==> src/rtl/ntsc_composite_enc_pkg.sv <==
// Shared levels, sine table and stage types for the NTSC encoders.
package ntsc_composite_enc_pkg;

  localparam int PH_W = 3;

  localparam logic [7:0] LVL_SYNC  = 8'd0;
  localparam logic [7:0] LVL_BLANK = 8'd60;
  localparam logic [7:0] Y_GAIN    = 8'd140;
  localparam logic [7:0] LVL_WHITE = 8'(int'(LVL_BLANK) + ((255 * int'(Y_GAIN)) >> 8));
  localparam logic [7:0] BURST_AMP = 8'd20;
  localparam logic [7:0] CLIP_LO   = 8'd16;

  // Eight-point sine, 45 degree steps, peak 64.
  function automatic logic signed [7:0] sine_lut(input logic [PH_W-1:0] ph);
    logic signed [7:0] s;
    case (ph)
      3'd0:    s = 8'sd0;
      3'd1:    s = 8'sd45;
      3'd2:    s = 8'sd64;
      3'd3:    s = 8'sd45;
      3'd4:    s = 8'sd0;
      3'd5:    s = -8'sd45;
      3'd6:    s = -8'sd64;
      default: s = -8'sd45;
    endcase
    return s;
  endfunction

  typedef struct packed {
    logic              xsync;
    logic              xblk;
    logic              burst;
    logic              kill;
    logic signed [7:0] sin;
    logic signed [7:0] cos;
    logic [15:0]       yl;
    logic signed [7:0] u;
    logic signed [7:0] v;
  } stage1_t;

  // Cleared stage 1 reads as "not sync, blanking, no burst".
  localparam stage1_t STAGE1_CLR = '{
    xsync: 1'b1, xblk: 1'b0, burst: 1'b0, kill: 1'b0,
    sin: 8'sd0, cos: 8'sd0, yl: 16'd0, u: 8'sd0, v: 8'sd0
  };

  typedef enum logic [1:0] {
    SEL_SYNC,
    SEL_BURST,
    SEL_BLANK,
    SEL_ACTIVE
  } dac_sel_e;

endpackage

==> src/rtl/ntsc_composite_enc_qam_mod.sv <==
// Subcarrier lookup and quadrature chroma modulation.
// Lookup runs on the live phase (feeds stage 1); the multiply runs on the
// registered sin/cos/U/V coming out of stage 1.
module ntsc_qam_mod
  import ntsc_composite_enc_pkg::*;
(
  input  logic [PH_W-1:0]   ph_i,
  output logic signed [7:0] sin_o,
  output logic signed [7:0] cos_o,
  input  logic signed [7:0] sin_i,
  input  logic signed [7:0] cos_i,
  input  logic signed [7:0] u_i,
  input  logic signed [7:0] v_i,
  input  logic              kill_i,
  output logic signed [10:0] chroma_o
);

  logic [PH_W-1:0]    ph_cos;
  logic signed [15:0] prod_u;
  logic signed [15:0] prod_v;
  logic signed [16:0] sum;

  // Table lookup, signed products, arithmetic shift back to DAC scale.
  always_comb begin
    ph_cos   = ph_i + PH_W'(2);
    sin_o    = sine_lut(ph_i);
    cos_o    = sine_lut(ph_cos);
    prod_u   = 16'(u_i) * 16'(sin_i);
    prod_v   = 16'(v_i) * 16'(cos_i);
    sum      = $signed({prod_u[15], prod_u}) + $signed({prod_v[15], prod_v});
    chroma_o = kill_i ? '0 : 11'(sum >>> 7);
  end

endmodule

==> src/rtl/ntsc_composite_enc.sv <==
// Composite encoder: two pixel-enable pipeline producing one DAC code per pixel.
module ntsc_composite_enc
  import ntsc_composite_enc_pkg::*;
#(
  parameter logic [7:0] C_SYNC_LVL  = LVL_SYNC,
  parameter logic [7:0] C_BLANK_LVL = LVL_BLANK,
  parameter logic [7:0] C_Y_GAIN    = Y_GAIN,
  parameter logic [7:0] C_BURST_AMP = BURST_AMP,
  parameter logic [7:0] C_CLIP_LO   = CLIP_LO
) (
  input  logic            CK_i,
  input  logic            XARST_i,
  input  logic            RST_i,
  input  logic            PX_CK_EE_i,
  input  logic            XSYNC_i,
  input  logic            XBLK_i,
  input  logic            CBURST_NOW_i,
  input  logic [PH_W-1:0] CPHs_i,
  input  logic            COLOR_KILL_i,
  input  logic [7:0]      Y_i,
  input  logic [7:0]      U_i,
  input  logic [7:0]      V_i,
  output logic [7:0]      DAC_o
);

  stage1_t            s1_d, s1_q;
  logic [7:0]         dac_d, dac_q;
  logic signed [7:0]  sin_lk, cos_lk;
  logic signed [10:0] chroma;
  logic [15:0]        y_prod;
  logic signed [15:0] burst_prod;
  logic [7:0]         burst_code;
  logic signed [10:0] yl_s;
  logic signed [10:0] act;
  logic signed [10:0] lo_s;
  logic [7:0]         act_code;
  dac_sel_e           sel;

  ntsc_qam_mod u_qam (
    .ph_i     (CPHs_i),
    .sin_o    (sin_lk),
    .cos_o    (cos_lk),
    .sin_i    (s1_q.sin),
    .cos_i    (s1_q.cos),
    .u_i      (s1_q.u),
    .v_i      (s1_q.v),
    .kill_i   (s1_q.kill),
    .chroma_o (chroma)
  );

  // Stage 1 next state: capture flags, trig values, scaled luma and U/V.
  always_comb begin
    y_prod = {8'd0, Y_i} * {8'd0, C_Y_GAIN};
    s1_d   = s1_q;
    if (PX_CK_EE_i) begin
      if (RST_i) begin
        s1_d = STAGE1_CLR;
      end else begin
        s1_d.xsync = XSYNC_i;
        s1_d.xblk  = XBLK_i;
        s1_d.burst = CBURST_NOW_i;
        s1_d.kill  = COLOR_KILL_i;
        s1_d.sin   = sin_lk;
        s1_d.cos   = cos_lk;
        s1_d.yl    = {8'd0, C_BLANK_LVL} + 16'(y_prod >> 8);
        s1_d.u     = $signed(U_i);
        s1_d.v     = $signed(V_i);
      end
    end
  end

  // Stage 1 register.
  always_ff @(posedge CK_i or negedge XARST_i) begin
    if (!XARST_i) s1_q <= STAGE1_CLR;
    else          s1_q <= s1_d;
  end

  // Stage 2 next state: level select with sync > burst > blank > active.
  always_comb begin
    burst_prod = 16'($signed(s1_q.sin)) * $signed(16'(C_BURST_AMP));
    burst_code = C_BLANK_LVL - 8'(burst_prod >>> 6);
    yl_s       = $signed(11'(s1_q.yl));
    act        = yl_s + chroma;
    lo_s       = $signed({3'b000, C_CLIP_LO});
    if (act < lo_s)              act_code = C_CLIP_LO;
    else if (act > 11'sd255)     act_code = 8'd255;
    else                         act_code = 8'(act);

    if (!s1_q.xsync)     sel = SEL_SYNC;
    else if (s1_q.burst) sel = SEL_BURST;
    else if (!s1_q.xblk) sel = SEL_BLANK;
    else                 sel = SEL_ACTIVE;

    dac_d = dac_q;
    if (PX_CK_EE_i) begin
      if (RST_i) begin
        dac_d = C_BLANK_LVL;
      end else begin
        case (sel)
          SEL_SYNC:   dac_d = C_SYNC_LVL;
          SEL_BURST:  dac_d = s1_q.kill ? C_BLANK_LVL : burst_code;
          SEL_BLANK:  dac_d = C_BLANK_LVL;
          SEL_ACTIVE: dac_d = act_code;
          default:    dac_d = C_BLANK_LVL;
        endcase
      end
    end
  end

  // Stage 2 register, resets to blank level.
  always_ff @(posedge CK_i or negedge XARST_i) begin
    if (!XARST_i) dac_q <= C_BLANK_LVL;
    else          dac_q <= dac_d;
  end

  assign DAC_o = dac_q;

endmodule
==> config.mk <==
export PLATFORM = sky130hd
export DESIGN_NAME = ntsc_composite_enc
export DESIGN_NICKNAME = d
export VERILOG_FILES = /design/src/rtl/ntsc_composite_enc_pkg.sv /design/src/rtl/ntsc_composite_enc_qam_mod.sv /design/src/rtl/ntsc_composite_enc.sv
export SDC_FILE = /design/constraint.sdc
export NUM_CORES = 1
export LEC_CHECK = 0
export CAP_MARGIN = 20
export CORE_MARGIN = 2
export CORE_UTILIZATION = 50
export DETAILED_ROUTE_END_ITERATION = 6
export PLACE_DENSITY_LB_ADDON = 0.1
export SLEW_MARGIN = 10
export SYNTH_ARGS = -nofsm -noshare
export SYNTH_HDL_FRONTEND = slang
export SYNTH_SLANG_ARGS = --single-unit
export TNS_END_PERCENT = 5
==> constraint.sdc <==
create_clock -name CK_i -period 11.95 [get_ports CK_i]
set_input_delay 1.7925 -clock CK_i [delete_from_list [all_inputs] [get_ports CK_i]]
set_output_delay 1.7925 -clock CK_i [all_outputs]
set_load 0.02 [all_outputs]
# Word level (Yosys, flattened, before mapping)
# Index checks and enable logic that the tools add are counted.
dict set report totals {
  reg_bits 55
  inputBits 35
}
dict set report op_classes {
  multipliers 4
  order_cmp 2
  n_mux 12
  add_sub_neg 5
  reduce_logical 7
  eq_ne 13
}
# operator count
set ops {}
lappend ops {{$pmux W8 S4} 3}
lappend ops {{$mux W52} 1}
lappend ops {{$mul A8 B8 Y16} 2}
lappend ops {{$mux W8} 4}
lappend ops {{$add A16 B16 Y17} 1}
lappend ops {{$mul A8 B6 Y14 const B} 1}
lappend ops {{$eq A3 B2 Y1 const B} 4}
lappend ops {{$eq A3 B3 Y1 const B} 4}
lappend ops {{$mul A8 B4 Y12 const B} 1}
lappend ops {{$add A11 B11 Y11} 1}
lappend ops {{$gt A11 B9 Y1 const B} 1}
lappend ops {{$lt A11 B6 Y1 const B} 1}
lappend ops {{$mux W11} 1}
lappend ops {{$add A6 B8 Y9 const A} 1}
lappend ops {{$reduce_or A2 Y1} 4}
lappend ops {{$sub A6 B8 Y8 const A} 1}
lappend ops {{$eq A3 B1 Y1 const B} 2}
lappend ops {{$logic_not A3 Y1} 2}
lappend ops {{$eq A2 B2 Y1 const B} 2}
lappend ops {{$mux W2} 2}
lappend ops {{$add A3 B2 Y3 const B} 1}
lappend ops {{$eq A2 B1 Y1 const B} 1}
lappend ops {{$logic_not A2 Y1} 1}
lappend ops {{$mux W1} 1}

# Longest topological paths before layout
dict set report depth {
  depth_word 9
  ltp_mapped 31
  mapped_depth_nobuf 30
}

# Modules after synthesis
# Synthesis repeated with hierarchy kept, for this count alone.
dict set report unflattened {
  hier_cells 1043
  area_unflattened_um2 9506.6
}
# mod n_inst seq_area_each_um2 area_each_um2 cells_each
set by_module_without_submodules {}
lappend by_module_without_submodules {ntsc_qam_mod 1 0.0 5356.4 576}
lappend by_module_without_submodules {ntsc_composite_enc 1 1332.5 4150.2 467}

# Worst setup path before layout
# Ideal clock, no wire load.
dict set report synth_timing {
  kind {flip-flop to flip-flop}
  from {register s1_q[47] in the netlist's numbering}
  to {register dac_q[2], in the netlist DAC_o[2]}
  setup_time_ns 0.073
  n_path_buf 1
  path_slack_ns 4.514
  path_stages_with_launch 29
  arrival_time_ns 7.363
  required_ns 11.877
  path_cell_list {dfrtp_1 inv_1 clkbuf_1 nor2_1 fa_1 inv_1 fa_1 inv_1 fa_1 fa_1 fa_1 fa_1 ha_1 a21oi_1 o211ai_1 o21ai_0 a21boi_0 o21ai_0 a21oi_1 o21a_1 nor3_1 ha_1 o21ai_0 nor2_1 o21a_1 or4_1 a32oi_1 nand2_1 a21oi_1}
}
dict set report synth_between {
  elab_chain_cells 9
}
# element line
set synth_lines {}
lappend synth_lines {{start, declared} ntsc_composite_enc.sv:26} ;# stage1_t s1_d, s1_q;
lappend synth_lines {{start signal, assigned} ntsc_composite_enc.sv:74} ;# if (!XARST_i) s1_q <= STAGE1_CLR;
lappend synth_lines {{start signal, assigned} ntsc_composite_enc.sv:75} ;# else s1_q <= s1_d;
lappend synth_lines {{$mul A8 B8 Y16 (*)} ntsc_composite_enc_qam_mod.sv:28} ;# prod_u = 16'(u_i) * 16'(sin_i);
lappend synth_lines {{$add A16 B16 Y17 (*)} ntsc_composite_enc_qam_mod.sv:30} ;# sum = $signed({prod_u[15], prod_u}) + $signed({prod_v[15], prod_v});
lappend synth_lines {{$mux W11 (*)} ntsc_composite_enc_qam_mod.sv:31} ;# chroma_o = kill_i ? '0 : 11'(sum >>> 7);
lappend synth_lines {{$add A11 B11 Y11 (*)} ntsc_composite_enc.sv:83} ;# act = yl_s + chroma;
lappend synth_lines {{$gt A11 B9 Y1} ntsc_composite_enc.sv:86} ;# else if (act > 11'sd255) act_code = 8'd255;
lappend synth_lines {{$mux W8} ntsc_composite_enc.sv:86}
lappend synth_lines {{$mux W8 (*)} ntsc_composite_enc.sv:85} ;# if (act < lo_s) act_code = C_CLIP_LO;
lappend synth_lines {{$pmux W8 S4 (*)} ntsc_composite_enc.sv:99} ;# case (sel)
lappend synth_lines {{$mux W8 (*)} ntsc_composite_enc.sv:96} ;# if (RST_i) begin
lappend synth_lines {{end signal, assigned} ntsc_composite_enc.sv:112} ;# if (!XARST_i) dac_q <= C_BLANK_LVL;
lappend synth_lines {{end signal, assigned} ntsc_composite_enc.sv:113} ;# else dac_q <= dac_d;
lappend synth_lines {{end, declared} ntsc_composite_enc.sv:27} ;# logic [7:0] dac_d, dac_q;
# Mark *: on every way between the ends. The rest lies on a longest branch, timed or not.
# A chain may end at the register's enable or synchronous reset.

# Worst setup path in the final report
dict set report layout_timing {
  from {register s1_q[32] in the netlist's numbering}
  to {register dac_q[0], in the netlist DAC_o[0]}
}
dict set report layout_between {
  elab_chain_cells 9
}
# element line
set layout_lines {}
lappend layout_lines {{$mul A8 B8 Y16 (*)} ntsc_composite_enc_qam_mod.sv:29} ;# prod_v = 16'(v_i) * 16'(cos_i);
lappend layout_lines {{$add A16 B16 Y17 (*)} ntsc_composite_enc_qam_mod.sv:30}
lappend layout_lines {{$mux W11 (*)} ntsc_composite_enc_qam_mod.sv:31}
lappend layout_lines {{$add A11 B11 Y11 (*)} ntsc_composite_enc.sv:83}
lappend layout_lines {{$gt A11 B9 Y1} ntsc_composite_enc.sv:86}
lappend layout_lines {{$mux W8} ntsc_composite_enc.sv:86}
lappend layout_lines {{$mux W8 (*)} ntsc_composite_enc.sv:85}
lappend layout_lines {{$pmux W8 S4 (*)} ntsc_composite_enc.sv:99}
lappend layout_lines {{$mux W8 (*)} ntsc_composite_enc.sv:96}
# Marks and branches as above.

==> results_dict.tcl <==
set metrics [dict create \
    ios 43 \
    post_synth_top_area_share 0.317 \
    grt_setup_unrepaired "false" \
    finalNonFillerCells 1211 \
    hold_path_end "s1_q[22]" \
    clockPowerShare 0.135 \
    synth_area_leader_cell "fa_1" \
    drt-pass1-iter-count 4 \
    fin_skew_ns 0.0104 \
    cts-resized-gates 0 \
    clk-insertion-delay-late_ns 0.31 \
    viasPerCell 5.32 \
    rows 48 \
    postPlaceCellArea_mm2 0.00940 \
    clock_sinks 47 \
    number_of_global_route_vias_before_repair 6520 \
    final_area_mm2 0.00955 \
    io_buffer_count 42 \
    grt_first_pass_wirelength_um 33700 \
    top_fanout_value_on_the_critical_path 8 \
    leakage_nw 4.94 \
    post-dp-hpwl_um 16900 \
    avgSynthCellArea_um2 9.20 \
    number_of_h_tree_levels 2 \
    net-switching-power_uw 543 \
    fin_tns_setup_ns 0 \
    timing.critical_path.arrival_ns 8.44 \
    clk_path_buf_depth 2 \
    antenna_cells 0 \
    die_width_um 136 \
    gp_congestion 0.888 \
    cts_hold_buffers 0 \
    crit_slowest_cell "fa_1" \
    maxClockFrequency_mhz 122 \
    timing.final.setup_violations 0 \
    total_detailed_routing_wirelength_um 20100 \
    cts_root_buf "clkbuf_16" \
    hold_class "reg2reg" \
    crit_path_end_kind "flop" \
    crit-reg2reg-launch "s1_q[32]" \
    layout_min_cycle_time_ns 8.21 \
    tightestPinTransition_ns 0.713 \
    r2r_end "DAC_o[0]" \
    gr-total-overflow 0 \
    floorplan.die_area_mm2 0.0186 \
    final_common_cell "inv_1" \
    fp.dieH_um 136 \
    max-vdd-ir-drop_mv 0.0886 \
    min_path_cells 2 \
    holdWs_ns 0.494 \
    cts-buffers-inserted 5 \
    synthTopCellsByArea "fa_1 32%, ha_1 14%, dfrtp_1 12%" \
    max_slew_margin 0.523 \
    final_util 0.554 \
    post-cts-setup-buffer-count 0 \
    syn_area_mm2 0.00877 \
    dr.max_layer_used "met4" \
    place_inst 1203 \
    layout_worst_path_cycle_share 0.687 \
    finalMaxSlewViolations 0 \
    timing.reg2reg.setup_slack_ns 3.74 \
    hold_path_startpoint "s1_q[22]" \
    metal1_wirelength_um 9360 \
    initial_utilization 0.509 \
    antenna_violating_nets_left 0 \
    synth_sequential_area_ratio 0.135 \
    timing.final.hold_violations 0 \
    postSynthNetCount 1223 \
    final_layout_size_suffix_gt1_frac 0.0456 \
    core_area_mm2 0.0172 \
    worstRegToRegCells 26 \
    seq_power_share 0.183 \
    tritoncts_clock_tree "built" \
    detail_route.iter0.violations 255 \
    synthFlopType "dfrtp_1" \
    grt_max_degree 62 \
    track_usage 0.237 \
    routed-wl-met2_um 9490 \
    postSynth.asyncResetShare 1.00 \
    power-per-cell-area_mw_per_mm2 119 \
    ys_ff_latch 47 \
    clk_pin_slew_ns 0.08 \
    fill_cells 1627 \
    max_cap_violations 0 \
    outcome "finished clean" \
    cellInternalPower_uw 590 \
    p_sw_frac 0.479 \
    yosys_warnings 0 \
    number_of_enable_flip_flop_cells_after_synthesis 0 \
    final_nets 1254 \
    crit_top_cell "fa_1" \
    area.growth.synth_to_final_pct 8.84 \
    wl_met3_um 758 \
    netlist_instances 954 \
    drc 0 \
    grt_antenna_before_repair 0 \
    crit_required_ns 12.19 \
    timing.setup.critical_path_class "reg2reg" \
    yosysUniqueCellTypes 65 \
    mostFrequentLayoutCells "223 x inv_1, 139 x fa_1, 95 x ha_1, 71 x nand2_1, 42 x dfrtp_1" \
    worst_setup_path_start_kind "flop" \
    max_stage_delay_ns 0.54 \
    avgRoutedWirePerCell_um 16.6 \
    routed-via-count 6441 \
    worst_setup_path_start "s1_q[32]" \
    combPwrFrac 0.682 \
]
==> cell families after synthesis <==
logic type / count (synthesis) / share of synthesized area
DFF: 47 / 0.135
AOI/OAI and AO/OA: 153 / 0.122
and+or+nand+nor: 223 / 0.127
buffers and inverters: 246 / 0.106
xor gates and xnor gates: 45 / 0.0496
muxes: 6 / 0.00727
adders and majority gates: 234 / 0.453
==> area by class of cell <==
cell class | instances | area [µm²] | area share
Multi-Input combinational cell | 661 | 6660 | 0.697
Sequential cell | 47 | 1180 | 0.124
Inverter | 225 | 847 | 0.0887
Timing Repair Buffer | 45 | 433 | 0.0453
Tap cell | 225 | 282 | 0.0295
Clock buffer | 5 | 125 | 0.0131
Clock inverter | 3 | 22.5 | 0.00236
==> state kept, by name (all words and copies together) (netlist names) <==
signal  flops
s1_q       39
DAC_o       8
==> worst max-delay path, delay by kind of cell, from the launching register on <==
kind,cells,cell delay [ns]
AO/OA/AOI/OAI,11,2.53
flip-flops,1,0.47
AND/OR/NAND/NOR,5,1.46
buffers and inverters,2,0.15
adder cells (fa/ha/maj),8,3.53
==> power groups by stage <==
| stage | sequential (mW) | clock, mW | combinational [mW] |
|---|---|---|---|
| finish | 0.207 | 0.153 | 0.772 |
| global placement | 0.209 | 0 | 0.774 |
| CTS | 0.207 | 0.158 | 0.781 |
| global route | 0.210 | 0.165 | 0.881 |
| floorplan | 0.201 | 0 | 0.593 |
| detailed placement | 0.210 | 0 | 0.773 |
==> Yosys cell counts (6+ instances only) <==
cell and count:
o21ai_0 30, a31o_2 17, clkbuf_1 15, a211oi_1 8, fa_1 139, nor2b_1 20
nor3_1 16, xor2_1 9, xnor2_1 33, nand2_1 71, and2_1 33, nand4_1 8
a22o_1 6, ha_1 95, a21oi_1 31, a21o_1 8, inv_1 223, nand3_1 15
dfrtp_1 42, nor2_1 35, or3_1 6
==> metrics by stage <==
step           setup WS, ns  total power [mW]
2_1_floorplan          4.51             0.794
3_3_place_gp           3.97             0.983
3_5_place_dp           3.76             0.983
4_1_cts                3.74              1.15
5_1_grt                3.12              1.26
6_report               3.74              1.13
==> how the worst max path moves through the flow <==
stage | slack (ns) | endpoint
floorplan | 4.51 | DAC_o[2]
global placement | 3.97 | DAC_o[1]
detailed placement | 3.76 | DAC_o[0]
CTS | 3.74 | DAC_o[0]
global route | 3.12 | DAC_o[0]
finish | 3.74 | DAC_o[0]
==> layer usage <==
metal,vias to the layer above,track usage
li1,3126,-
met4,0,0.0654
met5,-,0
met1,3165,0.341
met2,126,0.383
met3,24,0.0246
No activity file was read; power rests on OpenSTA's default activity.
==> patch: new RTL, config.mk and constraints unchanged <==
`PH_W`: 3 -> 5.
--- a/src/rtl/ntsc_composite_enc_pkg.sv
+++ b/src/rtl/ntsc_composite_enc_pkg.sv
@@ -2,5 +2,5 @@
 package ntsc_composite_enc_pkg;
 
-  localparam int PH_W = 3;
+  localparam int PH_W = 5;
 
   localparam logic [7:0] LVL_SYNC  = 8'd0;
Ports: changed (resized CPHs_i); port bits go from 43 to 45. The function was not compared with the original's and may differ.
==> patch against the original RTL <==
- sequential share of layout area down 0.14 points
- total power up 56%
- setup slack better by 0.16 ns
- global-route usage up 0.27 points
- via count up 0.57%
- hold slack better by 0.0069 ns
- synthesized area up 0.29%
- design area up 1.2%
- wire length up 0.71%
- final cell count up 1.5%
- synthesized cell count up 1.5%
- sequential cell count unchanged
- critical endpoint is now DAC_o[7]$_DFFE_PN0P_
==> patch: results (changes against the original RTL) <==
Status -> finished, final reports clean
Clock network power -> 194 uW (+27%)
Reg-to-Reg Start -> s1_q[32]$_DFFE_PN0P_
Pre-antenna DRT Iters -> 5 (+1)
Worst hold slack -> 0.501 ns (+0.00686 ns)
DPL Wire Length -> 16.8 mm (-0.39%)
HP Start -> DAC_o[3]$_DFFE_PN1P_
Total power -> 1.77 mW (+56%)
CTS max path bufs -> 2 (unchanged)
Vias in the first global route -> 6670 (+2.3%)
Worst R2R Setup Slack -> 3.90 ns (+0.16 ns)
Filler cells -> 1600 (-1.7%)
Largest Register -> s1_q
Syn nets -> 1241 (+1.5%)
Hold path cells -> 2 (unchanged)
Switching share of total power -> 0.491 (+0.0119)
Initial antenna violation count -> 0 (unchanged)
Ys Warns -> 0 (unchanged)
Drt total wl -> 20.2 mm (+0.71%)
WHS Endpoint -> DAC_o[3]$_DFFE_PN1P_
Reg clk slew, reported paths -> 0.08 ns (about the same)
Iteration-0 DRC Markers -> 358 (+40%)
Clock Tree Root -> clkbuf_16
Layout cells sized above 1 -> 0.0388 (-0.00679)
Seq pwr -> 218 uW (+5%)
First-pass GRT wire length -> 34.3 mm (+1.5%)
Critical path peak fanout -> 9 (+1)
Reg-to-Reg End -> DAC_o[7]$_DFFE_PN0P_
Largest register FFs -> 39 (unchanged)
Diode count -> 0 (unchanged)
Placer congestion estimate -> 0.880 (-0.93%)
NumNets Final -> 1276 (+1.8%)
Static leakage -> 4.86 nW (-1.6%)
Post-CTS sizing -> 0 (unchanged)
Via count -> 6478 (+0.57%)
Port-buffer cells -> 44 (+4.8%)
Main synth FF type -> dfrtp_1
Register area share after synthesis -> 0.134 (-0.000383)
Largest net degree at the start of global routing -> 55 (-11%)
Worst Skew -> 0.0105 ns (+0.000146 ns)
Area contributors post-synth -> fa_1, ha_1, dfrtp_1
Commonest cells post-synth -> inv_1, fa_1, ha_1
Worst-margin pin slew -> 0.823 ns (+0.110 ns)
GRT Overall Usage -> 0.240 (+0.00267)
VDD IR max -> 0.000130 V (+46%)
R2R depth -> 27 (+3.8%)
-- patch: worst max-delay path by stage --
stage                         start                   end  slack (ns)  cells after the start
2_1_floorplan  s1_q[47]$_DFFE_PN0P_  DAC_o[0]$_DFFE_PN0P_        4.75                     29
3_3_place_gp   s1_q[32]$_DFFE_PN0P_  DAC_o[0]$_DFFE_PN0P_        4.15                     27
3_5_place_dp   s1_q[32]$_DFFE_PN0P_  DAC_o[7]$_DFFE_PN0P_        4.02                     27
4_1_cts        s1_q[32]$_DFFE_PN0P_  DAC_o[7]$_DFFE_PN0P_        3.96                     27
5_1_grt        s1_q[32]$_DFFE_PN0P_  DAC_o[7]$_DFFE_PN0P_        3.40                     27
6_report       s1_q[32]$_DFFE_PN0P_  DAC_o[7]$_DFFE_PN0P_        3.90                     27
-- patch: layer usage --
metal  up-vias  share of wire  GRT usage  routed length, um
met3         9          0.048     0.0267                966
li1       3157              -          -                  -
met5         -              0          0                  0
met2       153           0.46      0.390               9330
met1      3159           0.48      0.354               9770
met4         0         0.0083     0.0382                168
-- patch: final cells by class --
cell class | instances | share of cell area
Clock buffer | 5 | 0.0130
Clock inverter | 3 | 0.00738
Inverter | 236 | 0.0917
Multi-Input combinational cell | 664 | 0.688
Sequential cell | 47 | 0.122
Tap cell | 225 | 0.0291
Timing Repair Buffer | 49 | 0.0484
-- patch: kinds of logic after synthesis --
kind of cell / Yosys count / share of synthesized area
AND/OR/NAND/NOR: 222 / 0.130
XOR/XNOR: 50 / 0.0515
adder cells (fa/ha/maj): 236 / 0.454
buffers and inverters: 257 / 0.110
AO/OA/AOI/OAI: 151 / 0.114
flip-flops: 47 / 0.134
multiplexers: 5 / 0.00640
-- patch: critical path, cell delays in order (launching register included) --
cell      delay [ns]
dfrtp_1         0.50
and2_1          0.53
fa_1            0.48
inv_1           0.08
fa_1            0.42
inv_1           0.09
fa_1            0.43
fa_1            0.51
fa_1            0.51
fa_1            0.49
ha_1            0.36
a21oi_1         0.16
o211ai_1        0.12
o21ai_1         0.41
o21bai_1        0.17
a21oi_1         0.30
o21bai_1        0.12
xnor2_1         0.15
nor2_1          0.06
ha_1            0.32
or2_2           0.32
nand2_1         0.08
a31oi_1         0.06
o21ai_0         0.26
nor2_1          0.07
and4_1          0.24
nor4_2          0.45
o221ai_1        0.19
-- patch: metrics by stage --
step           cell area [um2]  setup WS (ns)  cells
2_1_floorplan             8800           4.75    968
3_3_place_gp              9470           4.15   1221
3_5_place_dp              9470           4.02   1221
4_1_cts                   9660           3.96   1229
5_1_grt                   9660           3.40   1229
6_report                  9660           3.90   1229
